### src/rtl/imm_gen_pipe.sv
// -----------------------------------------------------------------------------
// imm_gen_pipe
//   Registered immediate generator for the decode stage. Takes one 32-bit
//   instruction plus its PC tag per cycle, extracts the I/S/B/U/J immediate
//   (or the 5-bit CSR zimm) extended to XLEN, and tags each entry with its
//   format and an opcode-legality flag. A main register plus a one-entry skid
//   register keep in_ready a pure function of flopped state while sustaining
//   one transfer per cycle.
//
// Parameters
//   XLEN         datapath width (32 or 64); immediates are extended to XLEN
//   EN_CSR_ZIMM  1: SYSTEM with funct3[2]=1 yields a zero-extended zimm (fmt Z)
//                0: every SYSTEM instruction is treated as I-format
//
// Ports
//   clk, rst_n             clock (rising edge) / asynchronous active-low reset
//   flush                  synchronous flush, drops every held entry
//   in_valid/in_ready      input handshake (in_ready depends only on state)
//   in_instr, in_pc        raw instruction and PC tag
//   out_valid/out_ready    output handshake
//   out_imm, out_fmt       extended immediate and format code
//   out_illegal, out_pc    unrecognised opcode flag and PC tag of the entry
//
// Handshake: a word moves on any rising edge where valid && ready are both
// high. A producer holding valid may not withdraw or change its word until it
// is taken; out_* is held stable while out_valid && !out_ready.
// -----------------------------------------------------------------------------
module imm_gen_pipe #(
    parameter int XLEN        = 32,
    parameter bit EN_CSR_ZIMM = 1'b1
) (
    input  logic            clk,
    input  logic            rst_n,
    input  logic            flush,
    input  logic            in_valid,
    output logic            in_ready,
    input  logic [31:0]     in_instr,
    input  logic [XLEN-1:0] in_pc,
    output logic            out_valid,
    input  logic            out_ready,
    output logic [XLEN-1:0] out_imm,
    output logic [2:0]      out_fmt,
    output logic            out_illegal,
    output logic [XLEN-1:0] out_pc
);

    localparam logic [2:0] FMT_NONE = 3'd0;
    localparam logic [2:0] FMT_I    = 3'd1;
    localparam logic [2:0] FMT_S    = 3'd2;
    localparam logic [2:0] FMT_B    = 3'd3;
    localparam logic [2:0] FMT_U    = 3'd4;
    localparam logic [2:0] FMT_J    = 3'd5;
    localparam logic [2:0] FMT_Z    = 3'd6;

    // EMPTY: nothing held; FULL: main register holds the output entry;
    // SKID: main and skid both hold entries, input is blocked.
    typedef enum logic [1:0] {
        ST_EMPTY = 2'd0,
        ST_FULL  = 2'd1,
        ST_SKID  = 2'd2
    } state_t;

    state_t state_q, state_d;

    // ------------------------------------------------------------------
    // Combinational decode of the incoming instruction
    // ------------------------------------------------------------------
    logic [6:0]      opcode;
    logic [31:0]     raw_imm;   // immediate as a 32-bit value before XLEN extension
    logic            raw_sext;  // 1: extend raw_imm by replicating bit 31
    logic [XLEN-1:0] dec_imm;
    logic [2:0]      dec_fmt;
    logic            dec_ill;

    assign opcode = in_instr[6:0];

    always_comb begin
        raw_imm  = 32'd0;
        raw_sext = 1'b1;
        dec_fmt  = FMT_NONE;
        dec_ill  = 1'b0;
        case (opcode)
            7'b0000011, 7'b0010011, 7'b1100111, 7'b0001111: begin
                dec_fmt = FMT_I;
                raw_imm = {{20{in_instr[31]}}, in_instr[31:20]};
            end
            7'b0011011: begin
                // OP-IMM-32 only exists on RV64
                if (XLEN == 64) begin
                    dec_fmt = FMT_I;
                    raw_imm = {{20{in_instr[31]}}, in_instr[31:20]};
                end else begin
                    dec_ill = 1'b1;
                end
            end
            7'b0100011: begin
                dec_fmt = FMT_S;
                raw_imm = {{20{in_instr[31]}}, in_instr[31:25], in_instr[11:7]};
            end
            7'b1100011: begin
                dec_fmt = FMT_B;
                raw_imm = {{19{in_instr[31]}}, in_instr[31], in_instr[7],
                           in_instr[30:25], in_instr[11:8], 1'b0};
            end
            7'b0110111, 7'b0010111: begin
                dec_fmt = FMT_U;
                raw_imm = {in_instr[31:12], 12'd0};
            end
            7'b1101111: begin
                dec_fmt = FMT_J;
                raw_imm = {{11{in_instr[31]}}, in_instr[31], in_instr[19:12],
                           in_instr[20], in_instr[30:21], 1'b0};
            end
            7'b1110011: begin
                if (EN_CSR_ZIMM && in_instr[14]) begin
                    dec_fmt  = FMT_Z;
                    raw_imm  = {27'd0, in_instr[19:15]};
                    raw_sext = 1'b0;
                end else begin
                    dec_fmt = FMT_I;
                    raw_imm = {{20{in_instr[31]}}, in_instr[31:20]};
                end
            end
            7'b0110011: begin
                dec_fmt = FMT_NONE;
            end
            7'b0111011: begin
                // OP-32 only exists on RV64
                dec_ill = (XLEN != 64);
            end
            default: begin
                dec_ill = 1'b1;
            end
        endcase
        dec_imm = raw_sext ? XLEN'($signed(raw_imm)) : XLEN'(raw_imm);
    end

    // ------------------------------------------------------------------
    // Handshake control FSM
    // ------------------------------------------------------------------
    logic accept;
    logic drain;
    logic load_main_in;    // main <= freshly decoded input
    logic load_main_skid;  // main <= skid contents
    logic load_skid;       // skid <= freshly decoded input

    assign in_ready  = (state_q != ST_SKID);
    assign out_valid = (state_q != ST_EMPTY);
    // An instruction offered in a flush cycle is discarded, never accepted.
    assign accept    = in_valid && in_ready && !flush;
    assign drain     = out_valid && out_ready;

    always_ff @(posedge clk or negedge rst_n) begin
        if (!rst_n) begin
            state_q <= ST_EMPTY;
        end else begin
            state_q <= state_d;
        end
    end

    always_comb begin
        state_d        = state_q;
        load_main_in   = 1'b0;
        load_main_skid = 1'b0;
        load_skid      = 1'b0;
        if (flush) begin
            state_d = ST_EMPTY;
        end else begin
            case (state_q)
                ST_EMPTY: begin
                    if (accept) begin
                        load_main_in = 1'b1;
                        state_d      = ST_FULL;
                    end
                end
                ST_FULL: begin
                    if (accept && drain) begin
                        // Replace the leaving entry directly: no bubble.
                        load_main_in = 1'b1;
                    end else if (accept) begin
                        load_skid = 1'b1;
                        state_d   = ST_SKID;
                    end else if (drain) begin
                        state_d = ST_EMPTY;
                    end
                end
                ST_SKID: begin
                    if (drain) begin
                        load_main_skid = 1'b1;
                        state_d        = ST_FULL;
                    end
                end
                default: begin
                    state_d = ST_EMPTY;
                end
            endcase
        end
    end

    // ------------------------------------------------------------------
    // Entry storage. Data fields are only written on a load; validity is
    // carried entirely by the state register.
    // ------------------------------------------------------------------
    logic [XLEN-1:0] m_imm, s_imm;
    logic [2:0]      m_fmt, s_fmt;
    logic            m_ill, s_ill;
    logic [XLEN-1:0] m_pc,  s_pc;

    always_ff @(posedge clk or negedge rst_n) begin
        if (!rst_n) begin
            m_imm <= '0;
            m_fmt <= FMT_NONE;
            m_ill <= 1'b0;
            m_pc  <= '0;
        end else if (load_main_in) begin
            m_imm <= dec_imm;
            m_fmt <= dec_fmt;
            m_ill <= dec_ill;
            m_pc  <= in_pc;
        end else if (load_main_skid) begin
            m_imm <= s_imm;
            m_fmt <= s_fmt;
            m_ill <= s_ill;
            m_pc  <= s_pc;
        end
    end

    always_ff @(posedge clk or negedge rst_n) begin
        if (!rst_n) begin
            s_imm <= '0;
            s_fmt <= FMT_NONE;
            s_ill <= 1'b0;
            s_pc  <= '0;
        end else if (load_skid) begin
            s_imm <= dec_imm;
            s_fmt <= dec_fmt;
            s_ill <= dec_ill;
            s_pc  <= in_pc;
        end
    end

    assign out_imm     = m_imm;
    assign out_fmt     = m_fmt;
    assign out_illegal = m_ill;
    assign out_pc      = m_pc;

endmodule

### config.mk
export PLATFORM = sky130hd
export DESIGN_NAME = imm_gen_pipe
export DESIGN_NICKNAME = d
export VERILOG_FILES = /design/src/rtl/imm_gen_pipe.sv
export SDC_FILE = /design/constraint.sdc
export NUM_CORES = 1
export LEC_CHECK = 0
export CAP_MARGIN = 20
export CELL_PAD_IN_SITES_DETAIL_PLACEMENT = 0
export CELL_PAD_IN_SITES_GLOBAL_PLACEMENT = 1
export CORE_MARGIN = 4
export CORE_UTILIZATION = 40
export CTS_BUF_LIST = sky130_fd_sc_hd__clkbuf_2
export DETAILED_ROUTE_END_ITERATION = 12
export PLACE_DENSITY = 0.89
export SYNTH_ARGS = -nofsm -noshare
export SYNTH_HDL_FRONTEND = slang
export SYNTH_SLANG_ARGS = --single-unit
### constraint.sdc
create_clock -name clk -period 2.3 [get_ports clk]
set_input_delay 0.575 -clock clk [delete_from_list [all_inputs] [get_ports clk]]
set_output_delay 0.575 -clock clk [all_outputs]
set_load 0.01 [all_outputs]
==> results by group, run 1 <==
Finish
  – Finished Core Util: 56.74%
  – Fillers: 1,362
  – Share of cells above drive strength 1: 15.28%
  – Final instance area: about 0.0087 mm^2
  – Area delta synth->final: 37.88%
  – Fin nets: 900
  – Commonest non-fill, non-tap cells in the layout: nand2_1, dfrtp_1, clkdlybuf4s50_1
  – Most common cell after layout, fill and taps aside: nand2_1
  – Cell Count, Final, Fillers Out: 1,056

Worst setup path
  – CP peak stage delay: ~550 ps
  – Setup crit end kind: output pin
  – R2R Setup Slk: 210 ps
  – Delay-heaviest family, CP: buffers and inverters
  – Critical-path maximum fanout: 2
  – Cells along the critical path: clkdlybuf4s50_1
  – Crit Path Class: reg2out
  – Critical path required time: roughly 1700 ps
  – Worst Path Buf+Inv: 1
  – Critical-path top delay cell: clkdlybuf4s50_1
  – Crit path launch type: flop
  – Crit path DAT: 1640 ps

Synth
  – Syn Nets: around 720
  – Primary FF master, synth: dfrtp_1
  – Post-synth ARST share: 100.0%
  – Post-synthesis register bit count: 138
  – Post-Syn Area: 0.006302 mm^2
  – Yosys cell types: 47
  – Synth top area share: about 55%
  – Register area share after synthesis: 54.79%
  – Post-synth EDFFs: 0
  – Area leader, netlist: dfrtp_1
  – Syn Area/Cell: 9.756 um^2
  – Gate Count Post-Synth: 646
  – Synth warn: 0
  – Top cells by area, synth: dfrtp_1, nand2_1, a22o_1

Pwr
  – Power Density: between 600 and 700 mW/mm^2
  – P_leak: ~4.4 nW
  – Switch Pwr: ~0.0018 W
  – Internal Pwr Total: 0.003948 W
  – Comb pwr share: 25.4%
  – Power share of the sequential group: between 50% and 60%
  – Worst vdd ir: 0.2242 mV
  – Switching Fraction: approximately a third
  – Clock share of power: 19.6%

Drt
  – Drt initial violations: 465
  – Vias/cell: 5.384
  – Vias: between 5,000 and 6,000
  – Post-route antenna net violation count: 0
  – DR WL/cell: 17.01 um
  – Detailed Route WL: 17.96 mm
  – # DRC: 0
  – Drt first pass iters: 5

STA
  – Setup-failing EPs final: 0
  – Least-Margin Pin Slew: 827.0 ps
  – FMAX: 451.1 MHz
  – Final hold viol count: 0
  – Final Max Slew Viols: 0
  – Layout Skew: 23.44 ps
  – Worst rel slew slack: 44.56%
  – Period utilization: 96.39%
  – Final Critical Period: 2217 ps
  – Total Negative Setup Slacks: 0 ps

Placement
  – I/O Buffers: 138
  – DP HPWL: 12.37 mm
  – Inst Count DP: approximately 1,000
  – Placer Congestion: 0.9046
  – DP Area: 0.008292 mm^2

Floorplan
  – Std cell rows: 45
  – Die Width: 133.5 um
  – Die area: about 0.018 mm^2
  – Ports: 139
  – Core area: 0.01531 mm^2
  – Die Span Y: 133.5 um
  – Initial core utilization: 41.15%

Clock tree
  – CTS Buf Count: 17
  – Clock sinks: 138
  – H-tree levels: 4
  – Clk Tree Root Cell: clkbuf_2
  – CTS tree: done
  – Skew-Pair Late Insertion Delay: 700 ps
  – CTS clk-pin slew, worst paths: roughly 210 ps
  – Max clock buf depth: 2

Global route
  – Largest net degree at the start of global routing: 62
  – Vias in the first global route: approximately 5,700
  – Initial antenna violation count: 1
  – Global route overflow: 0
  – GRT Util Overall: 20.00%
  – First-pass GRT wire length: ~29 mm

Outcome
  – Outcome: completed

Job
  – Max-cap viol count: 0

Worst hold path
  – Tightest Hold Check Type: in2async
metrics by stage:
step	worst slack [ps]	hold WS [ps]	total power [W]
after floorplan	328.9	279.4	0.003812
after global placement	-322.8	455.9	0.004590
after detailed placement	-371.2	462.3	0.004665
after CTS	2.010	331.0	0.005784
after global routing	-11.48	353.6	0.006103
final	83.07	357.7	0.005751
area by class of cell:
cell class | instances | area, um^2 | share of cell area, %
antenna | 1 | 2.502 | 0.02880
timing repair buffer | 214 | 2117 | 24.36
clock buffer | 18 | 90.09 | 1.037
inverter | 3 | 11.26 | 0.1296
sequential | 138 | 3456 | 39.77
tap | 211 | 264.0 | 3.038
multi-input combinational | 457 | 2665 | 30.67
clock inverter | 14 | 83.83 | 0.9647
sequential cells by signal, summed over array words and instances (netlist names):
signal       flops
s_fmt            3
s_ill            1
s_pc            32
state_q          2
out_illegal      1
s_imm           32
out_pc          32
out_imm         32
out_fmt          3
routing by layer:
metal	part of all wire [%]	GRT usage, %
met1	44	26.86
met5	0	0
met2	49	31.83
met4	1.9	7.829
met3	5.6	4.230
synthesized netlist by cell type (8+ instances only):
library cell / instances
o21ai_0: 15
clkbuf_1: 29
nor3_1: 8
a22o_1: 32
o31ai_1: 13
a32oi_1: 20
nor2_1: 29
buf_2: 11
dfrtp_1: 138
a21o_1: 32
nand2_1: 191
a221oi_1: 9
a21oi_1: 30
final timing paths:
check / startpoint / end / cells after the start
worst min-delay path: rst_n / out_imm[19] / 2
max in group asynchronous: rst_n / out_imm[22] / 3
worst max register to register: state_q[1] / out_imm[25] / 4
worst max-delay path: out_pc[18] / out_pc[18] / 1
worst min register to register: s_imm[7] / s_imm[7] / 2
min in group clk: in_pc[11] / s_pc[11] / 3
worst register-to-register path: cells and delay by family, from the launching register on:
kind             cells  cell delay [ps]
AND/OR/NAND/NOR      3             1340
flip-flops           1              460
AO/OA/AOI/OAI        1              160
logic make-up (layout without fill, tap and decap cells):
family,after synthesis,count (layout),share of synthesized area [%]
other,0,1,0
buffers and inverters,51,249,3.613
muxes,11,11,1.866
AOI/OAI and AO/OA,179,179,20.95
DFF,138,138,54.79
and+or+nand+nor,267,267,18.78
power groups by stage:
stage	clock network [W]	logic (W)	registers [W]
finish	0.00113	0.00146	0.00316
global route	0.00128	0.00161	0.00321
CTS	0.00118	0.00144	0.00316
detailed placement	0	0.00144	0.00322
global placement	0	0.00140	0.00319
floorplan	0	0.000570	0.00324
what timing repair did:
action,4_1_cts,5_1_grt
resized for setup,31,29
hold endpoints to repair,58,0
setup endpoints to repair,31,36
pin swaps,0,0
hold buffers,1,0
setup buffers,9,14
(Power assumes the default switching activity.)
==> run 2: changes to the inputs <==
CORE_ASPECT_RATIO = 1.4   (was default)
CTS_CLUSTER_DIAMETER = 100   (was default)
==> results by group, run 2 (same netlist as run 1, synthesis figures left out) <==
Finish
  – Finished Core Util: 56.37%
  – Area delta synth->final: 38.99%
  – Cell Count, Final, Fillers Out: 1,052
  – Share of cells above drive strength 1: roughly 17%
  – Fin nets: about 910
  – Commonest non-fill, non-tap cells in the layout: nand2_1, dfrtp_1, buf_4
  – Most common cell after layout, fill and taps aside: nand2_1

STA
  – Final hold viol count: 0
  – Layout Skew: 39.70 ps
  – FMAX: around 450 MHz
  – Period utilization: between 90% and 100%
  – Final Max Slew Viols: 0
  – Worst rel slew slack: between 40% and 50%
  – Final Critical Period: ~2200 ps
  – Setup-failing EPs final: 0
  – Least-Margin Pin Slew: 880.6 ps

Floorplan
  – Initial core utilization: 40.56%
  – Core area: 0.01554 mm^2
  – Die Span Y: 156.5 um
  – Std cell rows: 54
  – Die Width: 114.1 um
  – Die area: 0.01786 mm^2
  – Ports: 139

Clock tree
  – CTS tree: done
  – CTS Buf Count: 17
  – CTS clk-pin slew, worst paths: 280 ps
  – Skew-Pair Late Insertion Delay: 730 ps
  – Max clock buf depth: 2
  – H-tree levels: 4
  – Clk Tree Root Cell: clkbuf_2
  – Clock sinks: 138

Placement
  – Inst Count DP: 992
  – I/O Buffers: 138
  – DP HPWL: approximately 13 mm
  – Placer Congestion: 0.8684

Worst setup path
  – Critical-path maximum fanout: 2
  – Delay-heaviest family, CP: buffers and inverters
  – Crit Path Class: reg2out
  – Critical-path top delay cell: clkdlybuf4s50_1
  – CP peak stage delay: 540 ps
  – Setup crit end kind: output pin
  – Critical path required time: 1730 ps
  – Cells along the critical path: clkdlybuf4s50_1
  – Crit path launch type: flop
  – Crit path DAT: 1630 ps
  – Worst Path Buf+Inv: 1

Global route
  – Largest net degree at the start of global routing: 55
  – Global route overflow: 0
  – GRT Util Overall: a little over a fifth
  – Vias in the first global route: between 5,000 and 6,000
  – Initial antenna violation count: 1
  – First-pass GRT wire length: 29.73 mm

Pwr
  – P_leak: 4.490 nW
  – Overall Power: 0.006129 W
  – Worst vdd ir: around 0.45 mV
  – Power Density: ~700 mW/mm^2

Drt
  – Detailed Route WL: 18.57 mm
  – Vias: 5,773
  – Drt initial violations: 459
  – Vias/cell: between 5 and 6
  – Drt first pass iters: 6
  – # DRC: 0
  – Post-route antenna net violation count: 0
  – DR WL/cell: 17.65 um

Worst hold path
  – Tightest Hold Check Type: in2async

Outcome
  – Outcome: completed

Job
  – Max-cap viol count: 0
-- run 2: per-stage QoR --
step                      hold WS (ps)  setup slack [ps]  TNS, ps  area [um^2]
after global routing             280.5            -7.730   -7.730         8760
after detailed placement         462.9            -389.6   -21340         8265
after global placement           453.3            -367.7   -27930         8250
after CTS                        298.8             2.413        0         8571
after floorplan                  279.4             328.9        0         6302
final                            337.8             98.59        0         8760
-- run 2: final timing paths --
check / start / to / slack (ps) / cells past startpoint
setup / recovery: out_pc[5] / out_pc[5] / 100 / 1
hold / removal: rst_n / out_imm[23] / 340 / 2
setup reg to reg: state_q[1] / out_imm[28] / 150 / 5
hold reg to reg: s_imm[9] / s_imm[9] / 500 / 2
max in group asynchronous: rst_n / s_imm[13] / 1240 / 3
min in group clk: in_pc[10] / s_pc[10] / 410 / 3
-- run 2: where the power goes --
part	internal [W]	switching (W)
Sequential	0.00289	0.000270
Clock	0.000457	0.00106
Combinational	0.000779	0.000673
-- run 2: layer usage --
metal | vias to the layer above | routed length, um | track usage (%) | share of wire (%)
li1 | 2682 | - | - | -
met1 | 2825 | 7563 | 25.87 | 41
met2 | 222 | 9351 | 35.71 | 50
met3 | 44 | 1150 | 4.255 | 6.2
met4 | 0 | 505 | 7.753 | 2.7
met5 | - | 0 | 0 | 0
-- run 2: what timing repair did --
item                                    CTS  global route
endpoints found under the setup margin   41            31
resized for setup                        42            30
hold endpoints to repair                 50             0
buffers inserted                         11            15
hold buffers                              1             0
-- run 2: cell type report --
type                    instances  area (um^2)
well taps                     196        245.2
fillers                      1402         6780
clock buffers                  17        85.08
multi-input cells             457         2665
clock inverters                15        175.2
flip-flops and latches        138         3456
inverters                       3        11.26
diodes                          1        2.502
repair buffers                225         2120
==> run 3: changes to the inputs <==
CORE_UTILIZATION = 25   (was 40)
PLACE_DENSITY = 0.63   (was 0.89)
==> results by group, run 3 (same netlist as run 1, synthesis figures left out) <==
Finish
  – Final instance area: 0.008936 mm^2
  – Share of cells above drive strength 1: 17.31%
  – Area delta synth->final: 41.79%
  – Fillers: 2,536
  – Fin nets: 917
  – Cell Count, Final, Fillers Out: 1,177
  – Most common cell after layout, fill and taps aside: nand2_1
  – Commonest non-fill, non-tap cells in the layout: nand2_1, dfrtp_1, buf_4

STA
  – Final hold viol count: 0
  – Final WS setup: 158.6 ps
  – Final Critical Period: 2141 ps
  – Worst rel slew slack: about three fifths
  – Period utilization: ~93%
  – RSZ-0062 raised after global routing: no
  – Least-Margin Pin Slew: slightly above 600 ps
  – Hold WS: slightly below 300 ps
  – Final Max Slew Viols: 0
  – FMAX: 467.0 MHz
  – Layout Skew: 27.38 ps
  – Setup-failing EPs final: 0

Clock tree
  – Skew-Pair Late Insertion Delay: 690 ps
  – CTS tree: done
  – CTS clk-pin slew, worst paths: roughly 270 ps
  – Clk Tree Root Cell: clkbuf_2
  – Clock sinks: 138
  – H-tree levels: 4
  – CTS Buf Count: 17
  – Max clock buf depth: 2

Worst setup path
  – Crit path DAT: 1570 ps
  – Crit Path Class: reg2out
  – Critical-path top delay cell: dfrtp_2
  – Delay-heaviest family, CP: flip-flops
  – Critical R2R Launch: state_q[1]
  – Worst Path Buf+Inv: 1
  – Critical-path maximum fanout: 3
  – Cells along the critical path: nand2b_1, clkdlybuf4s15_1
  – FF-to-FF End: out_imm[3]
  – CP peak stage delay: about 470 ps
  – R2R Setup Slk: around 240 ps
  – Worst r2r path cells: 7
  – CP Depth: 2
  – Setup crit end kind: output pin
  – Crit path launch type: flop
  – Critical path required time: 1730 ps

Placement
  – Inst Count DP: 1,119
  – DP HPWL: 14.27 mm
  – I/O Buffers: 138
  – Worst slack, placed: -571.5 ps
  – Placer Congestion: 0.7981
  – DP Area: 0.008517 mm^2

Outcome
  – Outcome: completed

Drt
  – Vias: 5,575
  – Detailed Route WL: 20.37 mm
  – Vias/cell: ~4.7
  – Drt initial violations: approximately 240
  – DR WL/cell: 17.31 um
  – # DRC: 0
  – Drt first pass iters: 5
  – Post-route antenna net violation count: 0

Pwr
  – Worst vdd ir: 0.3181 mV
  – P_leak: 4.301 nW
  – Overall Power: between 0.006 and 0.007 W
  – Power Density: 702.0 mW/mm^2

Floorplan
  – Std cell rows: 68
  – Ports: 139
  – Initial core utilization: 25.45%
  – Die Span Y: 195.9 um
  – Die Width: 142.2 um
  – Die area: 0.02785 mm^2
  – Core area: 0.02476 mm^2

Global route
  – Global route overflow: 0
  – First-pass GRT wire length: 32.76 mm
  – Largest net degree at the start of global routing: 61
  – GRT Util Overall: about 15%
  – Initial antenna violation count: 1
  – Vias in the first global route: 5,815

Worst hold path
  – Tightest Hold Check Type: in2async

Job
  – Max-cap viol count: 0
==> run 3: through the flow <==
| step | TNS (ps) | util (%) |
|---|---|---|
| 5_1_grt | 0 | 36.09 |
| 6_report | 0 | 36.09 |
| 3_5_place_dp | -26820 | 34.40 |
| 2_1_floorplan | 0 | - |
| 3_3_place_gp | -26540 | 34.40 |
| 4_1_cts | 0 | 35.92 |
==> run 3: layout make-up <==
class,instances,area (um^2),share of cell area [%]
diodes,1,2.502,0.02800
clock buffers,17,85.08,0.9521
clock inverters,15,203.9,2.282
inverters,3,11.26,0.1260
multi-input cells,457,2680,29.99
flip-flops and latches,138,3456,38.67
well taps,315,394.1,4.411
repair buffers,231,2103,23.54
==> run 3: where the power goes <==
part | total, W | internal (W) | switching [W]
Clock | 0.00172 | 0.000660 | 0.00106
Sequential | 0.00314 | 0.00289 | 0.000246
Combinational | 0.00142 | 0.000741 | 0.000676
==> run 3: layer usage <==
layer  wire [um]  vias up  track usage (%)
met4         289        0            4.267
li1            -     2690                -
met2       10590      135            26.27
met1        8542     2734            18.13
met3         951       16            3.146
met5           0        -                0
==> run 3: repair_timing <==
action,CTS,global route
endpoints found under the setup margin,70,8
gates resized for setup,76,4
buffers inserted,21,2
hold buffers,1,0
hold endpoints to repair,35,0
==> run 3: how the worst max path moves through the flow <==
stage / slack, ps / startpoint / end
2_1_floorplan: 330 / in_instr[2] / s_imm[20]
3_3_place_gp: -550 / in_instr[5] / out_imm[31]
3_5_place_dp: -570 / in_instr[5] / out_imm[31]
4_1_cts: 4 / out_pc[1] / out_pc[1]
5_1_grt: 4 / state_q[0] / in_ready
6_report: 160 / state_q[0] / in_ready
